$ cat src/rtl/serial_adder.sv
// Multi-cycle ripple adder: one DIGIT-wide adder slice reused over WIDTH/DIGIT steps.
// Define SERIAL_ADDER_SUB_EN to add the sub port (a - b via inverted B and carry-in of 1).
module serial_adder #(
  parameter int WIDTH = 8,
  parameter int DIGIT = 1
) (
  input  logic             clk,
  input  logic             rst_n,
  input  logic             in_valid,
  output logic             in_ready,
  input  logic [WIDTH-1:0] a,
  input  logic [WIDTH-1:0] b,
  input  logic             cin,
`ifdef SERIAL_ADDER_SUB_EN
  input  logic             sub,
`endif
  output logic             out_valid,
  input  logic             out_ready,
  output logic [WIDTH-1:0] sum,
  output logic             cout,
  output logic             ovf
);

  localparam int N  = WIDTH / DIGIT;
  localparam int CW = $clog2(N) + 1;
  localparam logic [CW-1:0] LAST = CW'(N - 1);

  localparam logic [1:0] IDLE = 2'd0;
  localparam logic [1:0] RUN  = 2'd1;
  localparam logic [1:0] HOLD = 2'd2;

  // Handshakes: a transfer happens on a rising edge where valid and ready are both high;
  // valid must stay high with stable data until that edge.
  logic [1:0]       state;
  logic [CW-1:0]    count;
  logic [WIDTH-1:0] a_sh;
  logic [WIDTH-1:0] b_sh;
  logic [WIDTH-1:0] res_sh;
  logic             carry;
  logic [DIGIT:0]   step;
  logic [WIDTH-1:0] res_next;
  logic [WIDTH-1:0] b_cap;
  logic             carry_cap;

`ifdef SERIAL_ADDER_SUB_EN
  assign b_cap     = sub ? ~b : b;
  assign carry_cap = sub | cin;
`else
  assign b_cap     = b;
  assign carry_cap = cin;
`endif

  assign step     = {1'b0, a_sh[DIGIT-1:0]} + {1'b0, b_sh[DIGIT-1:0]} + {{DIGIT{1'b0}}, carry};
  assign res_next = WIDTH'({step[DIGIT-1:0], res_sh} >> DIGIT);
  assign in_ready = (state == IDLE);

  always_ff @(posedge clk) begin
    if (!rst_n) begin
      state     <= IDLE;
      count     <= '0;
      a_sh      <= '0;
      b_sh      <= '0;
      res_sh    <= '0;
      carry     <= 1'b0;
      sum       <= '0;
      cout      <= 1'b0;
      ovf       <= 1'b0;
      out_valid <= 1'b0;
    end else begin
      case (state)
        IDLE: begin
          if (in_valid) begin
            a_sh  <= a;
            b_sh  <= b_cap;
            carry <= carry_cap;
            count <= '0;
            state <= RUN;
          end
        end
        RUN: begin
          a_sh   <= a_sh >> DIGIT;
          b_sh   <= b_sh >> DIGIT;
          res_sh <= res_next;
          carry  <= step[DIGIT];
          if (count == LAST) begin
            sum       <= res_next;
            cout      <= step[DIGIT];
            // Carry into the MSB is a^b^s at that bit, so ovf needs no extra slice tap.
            ovf       <= a_sh[DIGIT-1] ^ b_sh[DIGIT-1] ^ step[DIGIT-1] ^ step[DIGIT];
            out_valid <= 1'b1;
            state     <= HOLD;
          end else begin
            count <= count + 1'b1;
          end
        end
        HOLD: begin
          if (out_ready) begin
            out_valid <= 1'b0;
            state     <= IDLE;
          end
        end
        default: state <= IDLE;
      endcase
    end
  end

endmodule
$ cat config.mk
export PLATFORM = sky130hd
export DESIGN_NAME = serial_adder
export DESIGN_NICKNAME = d
export VERILOG_FILES = /design/src/rtl/serial_adder.sv
export SDC_FILE = /design/constraint.sdc
export NUM_CORES = 1
export LEC_CHECK = 0
export ABC_AREA = 1
export ABC_CLOCK_PERIOD_IN_PS = 2000
export CAP_MARGIN = 20
export CORE_MARGIN = 4
export CORE_UTILIZATION = 54
export DETAILED_ROUTE_END_ITERATION = 16
export GPL_ROUTABILITY_DRIVEN = 0
export HOLD_SLACK_MARGIN = 0.1
export PLACE_DENSITY = 0.93
export SYNTH_ARGS = -nofsm -noshare
export SYNTH_HDL_FRONTEND = slang
export SYNTH_SLANG_ARGS = --single-unit
$ cat constraint.sdc
create_clock -name clk -period 2 [get_ports clk]
set_input_delay 0.4 -clock clk [delete_from_list [all_inputs] [get_ports clk]]
set_output_delay 0.4 -clock clk [all_outputs]
set_load 0.01 [all_outputs]
==> results of run 1 <==
==> where the power goes <==
part           internal [uW]  leakage [uW]  switching (uW)  total, uW
combinational            108      0.000479             117        225
clock                    387     0.0000552             269        656
sequential               861      0.000336            28.3        889
==> final cells by class <==
cell class / instances / area [sq um]
timing repair buffer: 37 / 385
inverter: 11 / 41.3
tap: 44 / 55.1
clock buffer: 5 / 37.5
clock inverter: 3 / 65.1
fill: 256 / 876
sequential: 41 / 821
multi-input combinational: 162 / 772
==> Yosys cell counts (3+ instances only) <==
library cell	n	area, sq um
buf_6	3	33.8
nand3_1	4	20.0
clkbuf_1	3	11.3
buf_2	5	25.0
inv_1	9	33.8
nand2_1	52	195
a21oi_1	9	45.0
a31oi_1	15	93.8
o21ai_1	16	80.1
dfxtp_1	41	821
o21ai_0	17	85.1
nor2_1	37	139
==> stage by stage <==
stage	cells	util (%)	total power [uW]	instance area, sq um	hold WS, ns
after global placement	295	67.9	1120	2070	0.449
after global routing	303	71.3	1850	2180	0.506
after floorplan	226	-	1050	1710	0.439
after CTS	303	71.2	1780	2170	0.469
after detailed placement	295	67.9	1130	2070	0.453
final	303	71.3	1770	2180	0.470
==> how the worst min path moves through the flow <==
stage / endpoint / slack [ns] / cells after the start
final: a_sh[7] / 0.47 / 2
after global routing: cout / 0.51 / 2
after CTS: a_sh[7] / 0.47 / 2
after detailed placement: a_sh[7] / 0.45 / 2
after global placement: a_sh[7] / 0.45 / 2
after floorplan: a_sh[7] / 0.44 / 2
==> what timing repair did <==
action / CTS / global route
gates resized for setup: 0 / 1
endpoints found under the hold margin: 0 / 0
endpoints found under the setup margin: 0 / 1
==> registers in the layout, summed over array words and instances (netlist names) <==
register / flops
count: 4
carry: 1
b_sh: 8
sum: 8
cout: 1
a_sh: 8
ovf: 1
out_valid: 1
res_sh: 7
state: 2
==> routing by layer <==
| metal | wire length, um | track usage [%] | vias to the layer above |
|---|---|---|---|
| met4 | 95 | 11.1 | 0 |
| met1 | 1490 | 18.8 | 709 |
| met3 | 146 | 5.62 | 8 |
| li1 | - | - | 811 |
| met5 | 0 | 0 | - |
| met2 | 1810 | 33.8 | 36 |
==> cells by family after synthesis <==
group	Yosys count	synth area share, %
and+or+nand+nor	100	23.9
xor gates and xnor gates	3	1.54
adders and majority gates	2	1.90
DFF	41	48.0
AOI/OAI and AO/OA	57	17.8
buffers and inverters	23	6.94
==> summary.md, run 1 <==
| Metric | Value |
|---|---|
| VDD IR-drop max | around 0.46 mV |
| Clock sinks | 41 |
| Sequential share of the synthesized area | roughly 48% |
| DP Worst Slack | roughly 0.37 ns |
| Critical Path Stages | 1 |
| Main synth FF type | dfxtp_1 |
| Setup TNS | 0 ns |
| Detailed Route WL | ~3500 um |
| NumNets Final | roughly 280 |
| Post-synthesis cell type count | 23 |
| Top-level I/O count | 33 |
| Syn_area_per_cell | roughly 7.6 sq um |
| Max-slew headroom | between 70% and 80% |
| # setup viols final | 0 |
| H-tree Lvls | 2 |
| CTS Buffer Depth | 2 |
| First-pass GRT wire length | around 6000 um |
| Crit path to | cout |
| Cells after Synth | about 230 |
| YS warnings | 0 |
| Detail Placement HPWL | 2470 um |
| CP Launch Type | register |
| Crit path cell chain | clkdlybuf4s50_1 |
| Post-CTS Setup Bufs | 0 |
| Post-synth EDFFs | 0 |
| Async S/R FF share, synth | 0% |
| Achievable clock frequency | 605 MHz |
| Vias | 1564 |
| Row cnt | 20 |
| CTS Buf Count | 5 |
| Global route total overflow | 0 |
| Area Growth Syn to Fin | 27.2% |
| R2r startpoint | a_sh[0] |
| Total power divided by cell area | just over 800 nW/um^2 |
| Post-CTS Hold Fix Bufs | 0 |
| TritonCTS clock tree | yes |
| Initial Util | roughly 56% |
| Final Critical Period | roughly 1.7 ns |
| FF-to-FF End | ovf |
| Worst-path fanout max | 2 |
| CP delay by family, top | buffers and inverters |
| Setup slack after layout | between 0.3 and 0.4 ns |
| Setup CP Type | register to output port |
| Die extent in x | roughly 64 um |
| Worst EP arrival | around 1.3 ns |
| Slowest CP cell | clkdlybuf4s50_1 |
| Via density | approximately 5.2 |
| Syn Nets | 249 |
| Hold Fails Final Rpt | 0 |
| Status | complete, no violations |
| Max-cap violations | 0 |
| Commonest non-fill, non-tap cell in the layout | nand2_1 |
| PortBufs | 32 |
| Drt pass-1 iters | 4 |
| Vias in the first global route | between 1000 and 1500 |
| Area of the mapped netlist | roughly 1700 sq um |
| Die ar. | ~4100 sq um |
| RSZ-0062 raised after global routing | false |
| Overall global routing resource usage | 18.7% |
| Period utilization | ~83% |
| Clk root buf | clkbuf_4 |
| # DRC | 0 |
| Slew of the pin with the lowest slew margin | 0.424 ns |
| HP Start | a_sh[7] |
| Critical Path Start | cout |
| Worst path bufs/invs | 1 |
| Most frequent cells in the layout | nand2_1, dfxtp_1, nor2_1, clkdlybuf4s50_1, o21ai_0 |
| CP endpoint kind | output port |
| Ant diodes | 0 |
| DRT antenna net count | 0 |
| R2R depth | 5 |
| LEAKAGE | a little under 0.0009 uW |
| R2R setup slack | about 0.55 ns |
| DR iter-0 viols | 90 |
| Seq cells post-synth | between 40 and 50 |
| Routed wire length per instance | roughly 12 um |
| Initial antenna violation count | 0 |
| Largest net degree at the start of global routing | 35 |
| Die H | approximately 64 um |
| Core area | 3050 sq um |
| Clock skew after layout | approximately 0.0073 ns |
| Clock transition at path regs | approximately 0.12 ns |
| Hold crit path type | register to register |
| Crit path required time | about 1.6 ns |
| Max Slew Vio Count | 0 |
| Worst-Skew Late Latency | ~0.35 ns |
| Max incr delay on CP | approximately 0.54 ns |
| Share of post-route cells with drive strength above 1 | 7.72% |
Note: power is estimated with default switching activity, not from simulation.
==> run 2, diff against run 1 <==
--- a/config.mk
+++ b/config.mk
@@ -6,14 +6,14 @@
 export NUM_CORES = 1
 export LEC_CHECK = 0
 export ABC_AREA = 1
-export ABC_CLOCK_PERIOD_IN_PS = 2000
+export ABC_CLOCK_PERIOD_IN_PS = 1600
 export CAP_MARGIN = 20
 export CORE_MARGIN = 4
-export CORE_UTILIZATION = 54
+export CORE_UTILIZATION = 50
 export DETAILED_ROUTE_END_ITERATION = 16
 export GPL_ROUTABILITY_DRIVEN = 0
 export HOLD_SLACK_MARGIN = 0.1
-export PLACE_DENSITY = 0.93
+export PLACE_DENSITY = 0.87
 export SYNTH_ARGS = -nofsm -noshare
 export SYNTH_HDL_FRONTEND = slang
 export SYNTH_SLANG_ARGS = --single-unit
==> constraint.sdc (replaced) <==
create_clock -name clk -period 1.6 [get_ports clk]
set_input_delay 0.32 -clock clk [delete_from_list [all_inputs] [get_ports clk]]
set_output_delay 0.32 -clock clk [all_outputs]
set_load 0.01 [all_outputs]
==> summary.md, run 2 (synthesis gave the netlist of run 1 again) <==
| Metric | Value |
|---|---|
| CP endpoint kind | output port |
| Die extent in x | 66.5 um (+3.4%) |
| Commonest non-fill, non-tap cell in the layout | nand2_1 |
| Top-level I/O count | 33 (unchanged) |
| Total power divided by cell area | 961 nW/um^2 (+18%) |
| Setup CP Type | register to output port |
| First-pass GRT wire length | 5480 um (-8.9%) |
| Detail Placement HPWL | 2370 um (-4.3%) |
| Post-CTS Hold Fix Bufs | 0 (unchanged) |
| PortBufs | 32 (unchanged) |
| Global route total overflow | 0 (unchanged) |
| Most frequent cells in the layout | nand2_1, dfxtp_1, nor2_1, clkdlybuf4s50_1, o21ai_0 |
| Achievable clock frequency | ~650 MHz |
| DRT antenna net count | 0 (unchanged) |
| Overall global routing resource usage | 16.4% (-2.3 points) |
| Ant diodes | 0 (unchanged) |
| Crit path cell chain | clkdlybuf4s50_1 |
| Die H | 66.5 um (+3.4%) |
| Hold depth | 2 (unchanged) |
| TritonCTS clock tree | yes |
| Comb pwr share | 13.5% (+0.8 points) |
| Top flop regs | a_sh: 8 flops, b_sh: 8 flops, sum: 8 flops |
| R2R depth | 5 (unchanged) |
| Max incr delay on CP | 0.53 ns (about the same) |
| Status | complete, no violations |
| Slew of the pin with the lowest slew margin | 0.279 ns (-0.145 ns) |
| Clock sinks | 41 (unchanged) |
| Clock transition at path regs | 0.12 ns (about the same) |
| Non-filler cells, final | 305 (+0.66%) |
| Hold crit path type | register to register |
| Setup TNS | 0 ns (unchanged) |
| NumNets Final | 283 (+0.71%) |
| Clk root buf | clkbuf_4 |
| Worst-path fanout max | 2 (unchanged) |
| Core area | 3150 sq um (+3.3%) |
| P_int | 1590 uW (+17%) |
| Sw Ratio | 24.4% (+0.98 points) |
| Initial Util | 54.3% (-1.8 points) |
| Dpl cells | 297 (+0.68%) |
| Critical Path Stages | 1 (unchanged) |
| Crit path required time | 1.28 ns (-0.32 ns) |
| Fillers | 286 (+12%) |
| Share of post-route cells with drive strength above 1 | 8.81% (+1.1 points) |
| Sequential Power Share | 52.9% (+2.7 points) |
| Area Growth Syn to Fin | 27.6% |
| Via density | 4.99 (-3.4%) |
| CP Launch Type | register |
| Die ar. | 4420 sq um (+7.0%) |
| DR iter-0 viols | 106 (+18%) |
| Worst EP arrival | 1.23 ns (-0.02 ns) |
| LEAKAGE | 0.000920 uW (+5.7%) |
| CTS Buf Count | 5 (unchanged) |
| Clock power frac | 33.5% (-3.6 points) |
| Slowest CP cell | clkdlybuf4s50_1 |
| Switching power | 512 uW (+24%) |
| Vias in the first global route | 1325 (-11%) |
| VDD IR-drop max | 0.469 mV (+2.1%) |
| H-tree Lvls | 2 (unchanged) |
| Max-slew headroom | 81.4% (+9.7 points) |
| CTS Buffer Depth | 2 (unchanged) |
| Drt pass-1 iters | 4 (unchanged) |
| Final Critical Period | roughly 1.5 ns |
| Worst path bufs/invs | 1 (unchanged) |
| Period utilization | a little over nine tenths |
| Clock skew after layout | 0.00806 ns (+0.000786 ns) |
| Largest net degree at the start of global routing | 35 (unchanged) |
| Max Slew Vio Count | 0 (unchanged) |
| Max-cap violations | 0 (unchanged) |
| Vias | 1521 (-2.7%) |
| # DRC | 0 (unchanged) |
| RSZ-0062 raised after global routing | false |
| Hold Fails Final Rpt | 0 (unchanged) |
| Routed wire length per instance | 11.0 um (-6.2%) |
| CP delay by family, top | buffers and inverters |
| Initial antenna violation count | 0 (unchanged) |
| Detailed Route WL | 3340 um (-5.6%) |
| # setup viols final | 0 (unchanged) |
| Row cnt | 20 (unchanged) |
| Worst-Skew Late Latency | 0.35 ns (about the same) |
[run 2: final cells by class]
type / count / area (sq um) / share of cell area [%]
sequential: 41 / 822 / 37.6
multi-input combinational: 162 / 772 / 35.3
timing repair buffer: 39 / 405 / 18.6
tap: 44 / 55.1 / 2.52
clock buffer: 6 / 51.3 / 2.35
inverter: 11 / 41.3 / 1.89
clock inverter: 2 / 37.5 / 1.72
[run 2: path summary, 6_finish.rpt]
check | start | end | slack (ns)
max | sum[7] | sum[7] | 0.05
min | out_valid | out_valid | 0.47
max reg2reg | a_sh[0] | ovf | 0.14
min reg2reg | out_valid | out_valid | 0.47
[run 2: stage by stage]
| stage | utilization, % | setup slack, ns | hold WS, ns | power [uW] | instance area (sq um) |
|---|---|---|---|---|---|
| after CTS | 69.0 | 0.00760 | 0.470 | 2120 | 2170 |
| after global placement | 66.2 | 0.133 | 0.451 | 1410 | 2090 |
| after global routing | 69.3 | 0.00158 | 0.498 | 2190 | 2180 |
| final | 69.3 | 0.0528 | 0.470 | 2100 | 2180 |
| after detailed placement | 66.2 | 0.0766 | 0.454 | 1420 | 2090 |
| after floorplan | - | 0.255 | 0.439 | 1310 | 1710 |
[run 2: power by group through the flow]
stage | clock, uW | combinational, uW | sequential, uW
CTS | 722 | 284 | 1110
global placement | 0 | 276 | 1130
floorplan | 0 | 189 | 1130
finish | 704 | 284 | 1110
detailed placement | 0 | 285 | 1130
global route | 756 | 316 | 1120
[run 2: routing by layer]
layer	global-route usage, %	wire length [um]	up-vias
li1	-	-	807
met4	11.4	75	0
met1	19.1	1610	683
met5	0	0	-
met3	3.54	148	5
met2	26.6	1510	26
[run 2: timing repair]
item | 4_1_cts | 5_1_grt
setup endpoints to repair | 1 | 4
setup buffers | 0 | 0
resized for setup | 1 | 5
==> run 3, diff against run 2 <==
--- a/config.mk
+++ b/config.mk
@@ -12,6 +12,7 @@
 export CORE_UTILIZATION = 50
 export DETAILED_ROUTE_END_ITERATION = 16
 export GPL_ROUTABILITY_DRIVEN = 0
+export GPL_TIMING_DRIVEN = 0
 export HOLD_SLACK_MARGIN = 0.1
 export PLACE_DENSITY = 0.87
 export SYNTH_ARGS = -nofsm -noshare
==> summary.md, run 3 (synthesis gave the netlist of run 1 again) <==
| Metric | Value |
|---|---|
| Status | complete, no violations |
| Achievable clock frequency | 638 MHz (-1.2%) |
| Final Critical Period | 1.57 ns (+0.0191 ns) |
| Vias in the first global route | 1407 (+6.2%) |
| Post-CTS Setup Bufs | 0 (unchanged) |
| Max-cap violations | 0 (unchanged) |
| Non-filler cells, final | 310 (+1.6%) |
| Top flop regs | a_sh: 8 flops, b_sh: 8 flops, sum: 8 flops |
| DR iter-0 viols | 97 (-8.5%) |
| Worst path bufs/invs | 1 (unchanged) |
| Most frequent cells in the layout | nand2_1, dfxtp_1, nor2_1, clkdlybuf4s50_1, o21ai_0 |
| Die H | 66.5 um (unchanged) |
| CTS Buffer Depth | 2 (unchanged) |
| Clock sinks | 41 (unchanged) |
| LEAKAGE | 0.000997 uW (+8.4%) |
| Clock transition at path regs | 0.11 ns (about the same) |
| Hold crit path type | register to register |
| Crit path cell chain | clkdlybuf4s50_1 |
| R2r startpoint | a_sh[0] |
| Core area | 3150 sq um (unchanged) |
| H-tree Lvls | 2 (unchanged) |
| Dpl cells | 302 (+1.7%) |
| Die extent in x | 66.5 um (unchanged) |
| Commonest non-fill, non-tap cell in the layout | nand2_1 |
| Via density | 5.12 (+2.6%) |
| Drt pass-1 iters | 5 (+1) |
| Worst EP arrival | 1.25 ns (+0.02 ns) |
| # DRC | 0 (unchanged) |
| First-pass GRT wire length | 5850 um (+6.8%) |
| Crit path required time | 1.28 ns (about the same) |
| Clk root buf | clkbuf_4 |
| NumNets Final | 288 (+1.8%) |
| CP delay by family, top | buffers and inverters |
| Detailed Route WL | 3510 um (+5.1%) |
| Setup CP Type | register to output port |
| Clock skew after layout | 0.00661 ns (-0.00145 ns) |
| Vias | 1586 (+4.3%) |
| Max-slew headroom | 70.2% (-11 points) |
| Period utilization | 97.9% (+1.2 points) |
| PortBufs | 32 (unchanged) |
| Critical Path Stages | 1 (unchanged) |
| Slowest CP cell | clkdlybuf4s50_1 |
| Largest net degree at the start of global routing | 13 (-63%) |
| Row cnt | 20 (unchanged) |
| CP endpoint kind | output port |
| Crit path to | cout |
| Hold Fails Final Rpt | 0 (unchanged) |
| TritonCTS clock tree | yes |
| Global route total overflow | 0 (unchanged) |
| RSZ-0062 raised after global routing | false |
| Die ar. | 4420 sq um (unchanged) |
| CTS Buf Count | 5 (unchanged) |
| DP Worst Slack | -0.0726 ns (-0.149 ns) |
| Setup slack after layout | 0.0337 ns (-0.0191 ns) |
| Overall global routing resource usage | 17.6% (+1.2 points) |
| CP Launch Type | register |
| Total power divided by cell area | 951 nW/um^2 (-1.1%) |
| VDD IR-drop max | 0.616 mV (+31%) |
| Share of post-route cells with drive strength above 1 | 9.40% (+0.59 points) |
| # setup viols final | 0 (unchanged) |
| Worst-path fanout max | 2 (unchanged) |
| Slew of the pin with the lowest slew margin | 0.447 ns (+0.168 ns) |
| FF-to-FF End | ovf |
| DRT antenna net count | 0 (unchanged) |
| Power Total | 2090 uW (-0.60%) |
| R2R depth | 5 (unchanged) |
| Worst-Skew Late Latency | 0.35 ns (about the same) |
| Detail Placement HPWL | 2560 um (+8.0%) |
| Critical Path Start | cout |
| Top-level I/O count | 33 (unchanged) |
| Ant diodes | 0 (unchanged) |
| Area Growth Syn to Fin | 28.2% |
| Max incr delay on CP | 0.54 ns (about the same) |
| Initial antenna violation count | 0 (unchanged) |
| R2R setup slack | 0.15 ns (about the same) |
| Routed wire length per instance | 11.3 um (+3.4%) |
| Max Slew Vio Count | 0 (unchanged) |
| Initial Util | 54.3% (unchanged) |
| Fillers | 280 (-2.1%) |
run 3: worst register-to-register path, stage by stage (launching register included):
cell and delay (ns):
dfxtp_1 0.37, fa_1 0.65, xor2_1 0.16, nand2_1 0.06, nand2_1 0.06, a21oi_1 0.05
run 3: per-stage QoR:
| step | hold slack, ns | TNS, ns | util [%] | cell area (sq um) |
|---|---|---|---|---|
| CTS | 0.473 | 0 | 68.9 | 2170 |
| global placement | 0.452 | -0.215 | 66.2 | 2090 |
| floorplan | 0.439 | 0 | - | 1710 |
| global route | 0.506 | 0 | 69.6 | 2190 |
| detailed placement | 0.459 | -0.371 | 66.2 | 2090 |
| finish | 0.469 | 0 | 69.6 | 2190 |
run 3: final cells by class:
type / count / area, sq um / share of cell area (%)
repair buffers: 32 / 338 / 15.4
well taps: 44 / 55.1 / 2.51
flip-flops and latches: 41 / 826 / 37.6
inverters: 11 / 41.3 / 1.88
plain buffers: 12 / 77.6 / 3.53
multi-input cells: 162 / 772 / 35.2
clock inverters: 1 / 30.0 / 1.37
clock buffers: 7 / 55.1 / 2.51
run 3: worst min path at each step:
stage	slack (ns)	end	depth (start not counted)	start
finish	0.47	b_sh[7]	2	b_sh[7]
global route	0.51	cout	2	cout
CTS	0.47	b_sh[7]	2	b_sh[7]
detailed placement	0.46	b_sh[7]	2	b_sh[7]
global placement	0.45	a_sh[7]	2	a_sh[7]
floorplan	0.44	a_sh[7]	2	a_sh[7]
run 3: layer usage:
metal  track usage [%]  vias up  routed length [um]
met5                 0        -                   0
met4              11.4        0                  99
met3              4.05        8                 139
met2              27.5       33                1590
met1              21.5      718                1690
li1                  -      827                   -
run 3: repair_timing:
| item | in CTS | in global routing |
|---|---|---|
| gates resized for setup | 2 | 10 |
| endpoints found under the setup margin | 1 | 8 |
| hold buffers | 0 | 0 |
run 3: power breakdown:
group          switching [uW]  leakage, uW  internal [uW]
clock                     321    0.0000455            373
sequential               35.4     0.000337           1070
combinational             148     0.000614            135
total                     504     0.000997           1580
